**src/rtl/adsb_config_controller_pkg.sv**
```systemverilog
// Shared definitions for the ADS-B config stream: frame magic, message types,
// word layouts and controller state encoding.
package adsb_pkg;

  localparam logic [15:0] adsb_config_magic      = 16'hAD5B;
  localparam logic [7:0]  ADSB_CFG_MSG_CONTROL   = 8'h01;
  localparam logic [7:0]  ADSB_CFG_MSG_THRESHOLD = 8'h02;

  typedef struct packed {
    logic [15:0] magic;
    logic [7:0]  module_id;
    logic [7:0]  msg_type;
  } adsb_config_header_t;

  typedef struct packed {
    logic [7:0] preamble_shift;
    logic [6:0] rsvd_23_17;
    logic       report_all;
    logic [6:0] rsvd_15_9;
    logic       reset_req;
    logic [6:0] rsvd_7_1;
    logic       enable;
  } adsb_config_control_t;

  typedef enum logic [2:0] {
    S_RESET_HOLD,
    S_WORD0,
    S_WORD1,
    S_DRAIN,
    S_APPLY
  } adsb_cfg_state_e;

  function automatic logic adsb_header_ok(input adsb_config_header_t hdr,
                                          input logic [7:0]          module_id);
    return (hdr.magic == adsb_config_magic) && (hdr.module_id == module_id) &&
           ((hdr.msg_type == ADSB_CFG_MSG_CONTROL) ||
            (hdr.msg_type == ADSB_CFG_MSG_THRESHOLD));
  endfunction

endpackage

```
**src/rtl/adsb_config_controller.sv**
```systemverilog
// Two-beat AXI-stream config frame receiver driving the demodulator's static
// control registers, timed soft-reset pulse and saturating frame-error counter.
module adsb_config_controller
  import adsb_pkg::*;
#(
  parameter int unsigned AXI_DATA_WIDTH  = 32,
  parameter logic [7:0]  MODULE_ID       = 8'h01,
  parameter int unsigned RST_HOLD_CYCLES = 16,
  parameter int unsigned ERR_COUNT_WIDTH = 16
) (
  input  logic                       S_axis_clk,
  input  logic                       S_axis_resetn,
  input  logic                       S_axis_valid,
  output logic                       S_axis_ready,
  input  logic [AXI_DATA_WIDTH-1:0]  S_axis_data,
  input  logic                       S_axis_last,
  output logic                       Demod_enable,
  output logic                       Demod_rst,
  output logic                       Report_all,
  output logic [7:0]                 Preamble_shift,
  output logic [31:0]                Preamble_threshold,
  output logic [ERR_COUNT_WIDTH-1:0] Frame_error_count
);

  localparam int unsigned CNT_W = (RST_HOLD_CYCLES > 1) ? $clog2(RST_HOLD_CYCLES) : 1;
  localparam logic [CNT_W-1:0] CNT_INIT = CNT_W'(RST_HOLD_CYCLES - 1);

  adsb_cfg_state_e             state_q, state_d;
  logic [CNT_W-1:0]            cnt_q, cnt_d;
  adsb_config_header_t         hdr_q, hdr_d;
  adsb_config_control_t        pay_q, pay_d;
  logic                        rst_q, rst_d;
  logic                        enable_q, enable_d;
  logic                        report_q, report_d;
  logic [7:0]                  shift_q, shift_d;
  logic [31:0]                 thresh_q, thresh_d;
  logic [ERR_COUNT_WIDTH-1:0]  err_q, err_d;
  logic                        err_inc;
  logic                        ready;
  logic                        beat;

  // Ready is a pure function of the registered state, never of valid.
  assign ready = (state_q == S_WORD0) || (state_q == S_WORD1) || (state_q == S_DRAIN);
  assign beat  = S_axis_valid && ready;

  always_comb begin
    state_d  = state_q;
    cnt_d    = cnt_q;
    hdr_d    = hdr_q;
    pay_d    = pay_q;
    rst_d    = rst_q;
    enable_d = enable_q;
    report_d = report_q;
    shift_d  = shift_q;
    thresh_d = thresh_q;
    err_inc  = 1'b0;

    unique case (state_q)
      S_WORD0: begin
        if (beat) begin
          hdr_d = S_axis_data[31:0];
          if (S_axis_last) err_inc = 1'b1;
          else             state_d = S_WORD1;
        end
      end
      S_WORD1: begin
        if (beat) begin
          pay_d = S_axis_data[31:0];
          if (S_axis_last) begin
            state_d = S_APPLY;
          end else begin
            err_inc = 1'b1;
            state_d = S_DRAIN;
          end
        end
      end
      S_DRAIN: begin
        if (beat && S_axis_last) state_d = S_WORD0;
      end
      S_APPLY: begin
        state_d = S_WORD0;
        if (!adsb_header_ok(hdr_q, MODULE_ID)) begin
          err_inc = 1'b1;
        end else if (hdr_q.msg_type == ADSB_CFG_MSG_CONTROL) begin
          // Enable lands on the same edge as the reset rise, never before it.
          enable_d = pay_q.enable;
          report_d = pay_q.report_all;
          shift_d  = pay_q.preamble_shift;
          if (pay_q.reset_req) begin
            rst_d   = 1'b1;
            cnt_d   = CNT_INIT;
            state_d = S_RESET_HOLD;
          end
        end else begin
          thresh_d = pay_q;
        end
      end
      S_RESET_HOLD: begin
        if (cnt_q == '0) begin
          rst_d   = 1'b0;
          state_d = S_WORD0;
        end else begin
          cnt_d = cnt_q - CNT_W'(1);
        end
      end
      default: state_d = S_WORD0;
    endcase

    err_d = (err_inc && (err_q != '1)) ? err_q + ERR_COUNT_WIDTH'(1) : err_q;
  end

  always_ff @(posedge S_axis_clk or negedge S_axis_resetn) begin
    if (!S_axis_resetn) begin
      state_q  <= S_RESET_HOLD;
      cnt_q    <= CNT_INIT;
      hdr_q    <= '0;
      pay_q    <= '0;
      rst_q    <= 1'b1;
      enable_q <= 1'b0;
      report_q <= 1'b0;
      shift_q  <= '0;
      thresh_q <= '0;
      err_q    <= '0;
    end else begin
      state_q  <= state_d;
      cnt_q    <= cnt_d;
      hdr_q    <= hdr_d;
      pay_q    <= pay_d;
      rst_q    <= rst_d;
      enable_q <= enable_d;
      report_q <= report_d;
      shift_q  <= shift_d;
      thresh_q <= thresh_d;
      err_q    <= err_d;
    end
  end

  assign S_axis_ready       = ready;
  assign Demod_rst          = rst_q;
  assign Demod_enable       = enable_q;
  assign Report_all         = report_q;
  assign Preamble_shift     = shift_q;
  assign Preamble_threshold = thresh_q;
  assign Frame_error_count  = err_q;

endmodule

```
**config.mk**
```make
export PLATFORM = sky130hd
export DESIGN_NAME = adsb_config_controller
export DESIGN_NICKNAME = d
export VERILOG_FILES = /design/src/rtl/adsb_config_controller_pkg.sv /design/src/rtl/adsb_config_controller.sv
export SDC_FILE = /design/constraint.sdc
export NUM_CORES = 1
export LEC_CHECK = 0
export CAP_MARGIN = 20
export CORE_UTILIZATION = 30
export CTS_CLUSTER_SIZE = 14
export DETAILED_ROUTE_END_ITERATION = 16
export GPL_TIMING_DRIVEN = 0
export PLACE_DENSITY_LB_ADDON = 0.12
export SYNTH_ARGS = -nofsm -noshare
export SYNTH_HDL_FRONTEND = slang
export SYNTH_SLANG_ARGS = --single-unit
```
**constraint.sdc**
```tcl
create_clock -name S_axis_clk -period 4.15 [get_ports S_axis_clk]
set_input_delay 1.0375 -clock S_axis_clk [delete_from_list [all_inputs] [get_ports S_axis_clk]]
set_output_delay 1.0375 -clock S_axis_clk [all_outputs]
set_load 0.01 [all_outputs]
```
# Word-level counts from Yosys, hierarchy flattened
# Index checks and enable logic that the tools add are counted.
# totals
ff_bits,130
inputBits,36
output_inout_bits,60
word_cells,83
# op_classes
add_sub_neg,2
eq_ne,18
mux,26
bitwise,1
n_reduce_logical,18
# ops
op,count
2-to-1 mux 3 bit,6
adder 16 x 1 -> 16 bit (second input constant),1
equality test 16 bit (second input constant),1
equality test 8 x 1 -> 1 bit (second input constant),2
2-to-1 mux 4 bit,4
inequality test 16 bit (second input constant),1
inequality test 2 bit (second input constant),8
case mux 3 bit (5 select lines),1
AND reduction 5 bit,3
2-to-1 mux 1 bit,12
equality test 8 x 2 -> 1 bit (second input constant),1
case mux 4 bit (2 select lines),1
equality test 3 x 2 -> 1 bit (second input constant),2
AND reduction 3 bit,2
logical AND 1 bit,5
logical NOT 4 bit,1
AND reduction 2 bit,2
subtractor 4 x 1 -> 4 bit (second input constant),1
equality test 3 x 1 -> 1 bit (second input constant),1
equality test 3 bit (second input constant),1
logical NOT 3 bit,1
logical OR 1 bit,3
case mux 1 bit (3 select lines),1
inequality test 2 x 1 -> 1 bit (second input constant),1
other kinds (3),3

# Logic depth before layout (Yosys ltp)
# logic_depth
depth_word,7
ltp_mapped,10
ltp_nobuf,7

# Least setup slack after synthesis
# OpenSTA, ideal clock, no wires.
# synth_timing
path_kind,input-to-reg
start,in S_axis_last
end,"reg err_q[1], in the netlist Frame_error_count[1]"
setup_time_ns,0.128
t_arrival_ns,2.337
required_time_ns,4.022
slack_ns,1.686
path_stages,7
path_cell_list,inv_1 > ha_1 > nor3_1 > or4_1 > buf_2 > nand2_1 > mux2_1
# synth_between
elab_chain_len,4
word_cells_on_any_way,6
classes_between,mux (5); reduce/logical (1)
# synth_rtl
item,line_no,source
start: declaration,adsb_config_controller.sv:16,"input logic S_axis_last,"
2-to-1 mux 1 bit (on tied branches),"adsb_config_controller.sv:69, adsb_config_controller.sv:62",
2-to-1 mux 1 bit (on tied branches),"adsb_config_controller.sv:67, adsb_config_controller.sv:60",
case mux 1 bit (3 select lines) (*),adsb_config_controller.sv:58,unique case (state_q)
logical AND 1 bit (*),adsb_config_controller.sv:109,err_d = (err_inc && (err_q != '1)) ? err_q + ERR_COUNT_WIDTH'(1) : err_q;
end signal: assignment,adsb_config_controller.sv:134,err_q <= err_d;
end: declaration,adsb_config_controller.sv:37,"logic [ERR_COUNT_WIDTH-1:0] err_q, err_d;"
# Mark *: on every way between the ends. The rest lies on a longest branch, timed or not.
# A chain may end at the register's enable or synchronous reset.

# Final worst setup path
# layout_timing
start,in S_axis_valid
end,reg pay_q[25] (netlist name)
# layout_between
elab_chain_len,2
# layout_rtl
item,line_no,source
start: declaration,adsb_config_controller.sv:13,"input logic S_axis_valid,"
logical AND 1 bit,adsb_config_controller.sv:44,assign beat = S_axis_valid && ready;
AND reduction 2 bit (no line),-,
end signal: assignment,adsb_config_controller.sv:128,pay_q <= pay_d;
end: declaration,adsb_config_controller.sv:31,"adsb_config_control_t pay_q, pay_d;"
# Every way passes these cells.

==> flow_summary.yaml <==
timing:
  setup_ws_ns: 1.10
  fin_crit_ns: 3.05
  setup_viol: 0
  fmax_mhz: 328
  final.setup_skew_ns: 0.00668
  timing.final.crit_share_pct: 73.4
  rsz0062_at_grt: "false"
  slew_viol_final: 0
  finalHoldViolCount: 0
  relSlewSlack_pct: 36.3
  tightest_slew_ns: 0.948
clock_tree:
  cts_resized: 0
  cts.sinks: 130
  clock_path_buffers: 2
  cts_buffers: 17
  postCtsHoldBufs: 0
  tritoncts: "yes"
  cts_setup_buffers: 0
  htreeDepth: 4
  root_buffer: "clkbuf_16"
  clock_latency_ns: 0.41
  clkSlewWorstSetupHoldPaths_ns: 0.06
yosys:
  syn_nets: 415
  syn_avg_cell_area_um2: 14.5
  seq_area_frac_synth_pct: 60.1
  synth.top_cell.area_share_pct: 57.7
  ys_top_cells_by_area: "dfrtp_1 58%, mux2_2 16%, mux2_1 6.4%"
  synthDistinctLibCells: 47
  synth-seq-cells: 130
  yosysWarnings: 0
  synth_area_leader_cell: "dfrtp_1"
  syn_inst: 375
  synth_area_um2: 5420
power_and_ir_drop:
  vdd_ir_drop_max_mv: 0.289
  leakage_nw: 3.20
  p_total_w: 0.00382
  power-per-cell-area_nw_per_um2: 521
drt:
  wirelength_um: 11800
  drtAntennaViolNets: 0
  routedWlPerCell_um: 16.2
  routed-via-count: 3443
  vias_per_cell: 4.73
  drtPass1Iterations: 4
  drc: 0
  drt-initial-drc-count: 152
finish:
  final_common_cell: "dfrtp_1"
  nNetsFinal: 530
  drive_gt1_share_pct: 28.2
  utilization_pct: 41.9
  n_antenna_cell: 0
  mostFrequentLayoutCells: "125 x dfrtp_1, 94 x clkdlybuf4s50_1, 76 x mux2_2"
  syn_to_final_growth_pct: 35.0
hold_path:
  hp-class: "register to register"
  whs_endpoint: "Preamble_threshold[2]"
  hold_depth: 1
  hp-start: "Preamble_threshold[2]"
setup_path:
  startpoint_type: "input pin"
  cp.arrival_ns: 3.33
  critPathRequiredTime_ns: 4.44
  crit_type: "input pin to register"
  reg2reg_depth: 5
  reg2reg_slack_ns: 1.61
  reg2reg_to: "Preamble_shift[4]"
  crit_start: "S_axis_valid"
  endpoint_kind: "register"
  cp_max_fo: 10
  reg2reg_from: "hdr_q[11]"
placed_design:
  gp_congestion: 0.786
  dp_slack_ns: 0.646
  portBuffers: 95
  dp_hpwl_um: 8200
grt:
  grt_max_degree: 70
  overflow: 0
  grt_pass1_wl_um: 19300
  antenna_found_initial: 0
  grt_pass1_vias: 3558
  grt_use_total_pct: 14.0
floorplan:
  dieWidth_um: 136
  die_y_um: 136
  fp-row-count: 48
  core_um2: 17500
  start_util_pct: 31.0
  die_area_um2: 18600
  ios: 96
outcome:
  status: "completed"
job:
  maxCapViolations: 0
layout make-up:
type	count	area (µm²)
Buffer	17	100
Clock buffer	25	515
Clock inverter	7	120
Fill cell	1614	10200
Inverter	6	22.5
Multi-Input combinational cell	222	2040
Sequential cell	130	3260
Tap cell	225	282
Timing Repair Buffer	96	980
state kept, by name, indices dropped and copies added, names as in the netlist, 3 cells and up:
signal	count
cnt_q	4
hdr_q	32
Preamble_shift	8
pay_q	32
state_q	3
Frame_error_count	16
Preamble_threshold	32
stage by stage:
step	hold slack, ns	cell area, µm²	cells	setup TNS, ns
2_1_floorplan	0.460	5420	375	0
3_3_place_gp	0.469	6650	695	-416.18
3_5_place_dp	0.475	6680	696	0
4_1_cts	0.488	7320	728	0
5_1_grt	0.507	7320	728	0
6_report	0.484	7320	728	0
worst max-delay path, stage by stage:
cell and delay (ns):
clkdlybuf4s50_1 0.54, nand2b_1 0.15, nor3_1 0.75, buf_2 0.47, mux2_2 0.38
metal layers:
metal / global-route usage [%] / vias up / routed length, µm
met5: 0 / - / 0
met4: 5.93 / 0 / 184
met3: 3.65 / 11 / 519
met2: 21.5 / 72 / 5590
met1: 18.7 / 1767 / 5530
li1: - / 1593 / -
Yosys cell counts, drive strengths merged:
cell / number
a211oi: 1
a21oi: 5
a22oi: 1
a32oi: 1
and3: 7
and4: 3
and4b: 3
and4bb: 1
buf: 16
clkbuf: 1
dfrtp: 125
dfstp: 5
ha: 4
inv: 6
mux2: 107
nand2: 9
nand2b: 3
nand3: 12
nand3b: 1
nand4: 7
nor2: 6
nor2b: 2
nor3: 7
nor3b: 1
nor4: 6
nor4b: 2
nor4bb: 1
o21a: 1
o21ai: 4
o21bai: 1
o22ai: 3
o31a: 2
o31ai: 1
or3b: 1
or4: 1
xnor2: 16
xor2: 2
power breakdown:
group	internal, W	switching [W]	total, W
clock network	0.00104	0.000527	0.00157
logic	0.000331	0.000192	0.000522
registers	0.00155	0.000178	0.00172
total	0.00292	0.000897	0.00382
logic make-up (layout without fill, tap and decap cells):
kind of cell             count (synthesis)  in the layout  synth area share [%]
adder cells (fa/ha/maj)                  4              4                 0.923
AO/OA/AOI/OAI                           20             20                  2.42
buffers and inverters                   23            151                  2.26
flip-flops                             130            130                  60.1
AND/OR/NAND/NOR                         73             73                  9.14
multiplexers                           107            107                  22.2
XOR/XNOR                                18             18                  2.91
worst max path at each step:
stage | cells past startpoint | slack, ns | endpoint
2_1_floorplan | 7 | 1.69 | Frame_error_count[1]
3_3_place_gp | 1 | -3.27 | Preamble_threshold[24]
3_5_place_dp | 5 | 0.65 | pay_q[25]
4_1_cts | 5 | 1.06 | pay_q[25]
5_1_grt | 5 | 0.94 | pay_q[22]
6_report | 5 | 1.10 | pay_q[25]
(Power assumes the default switching activity.)
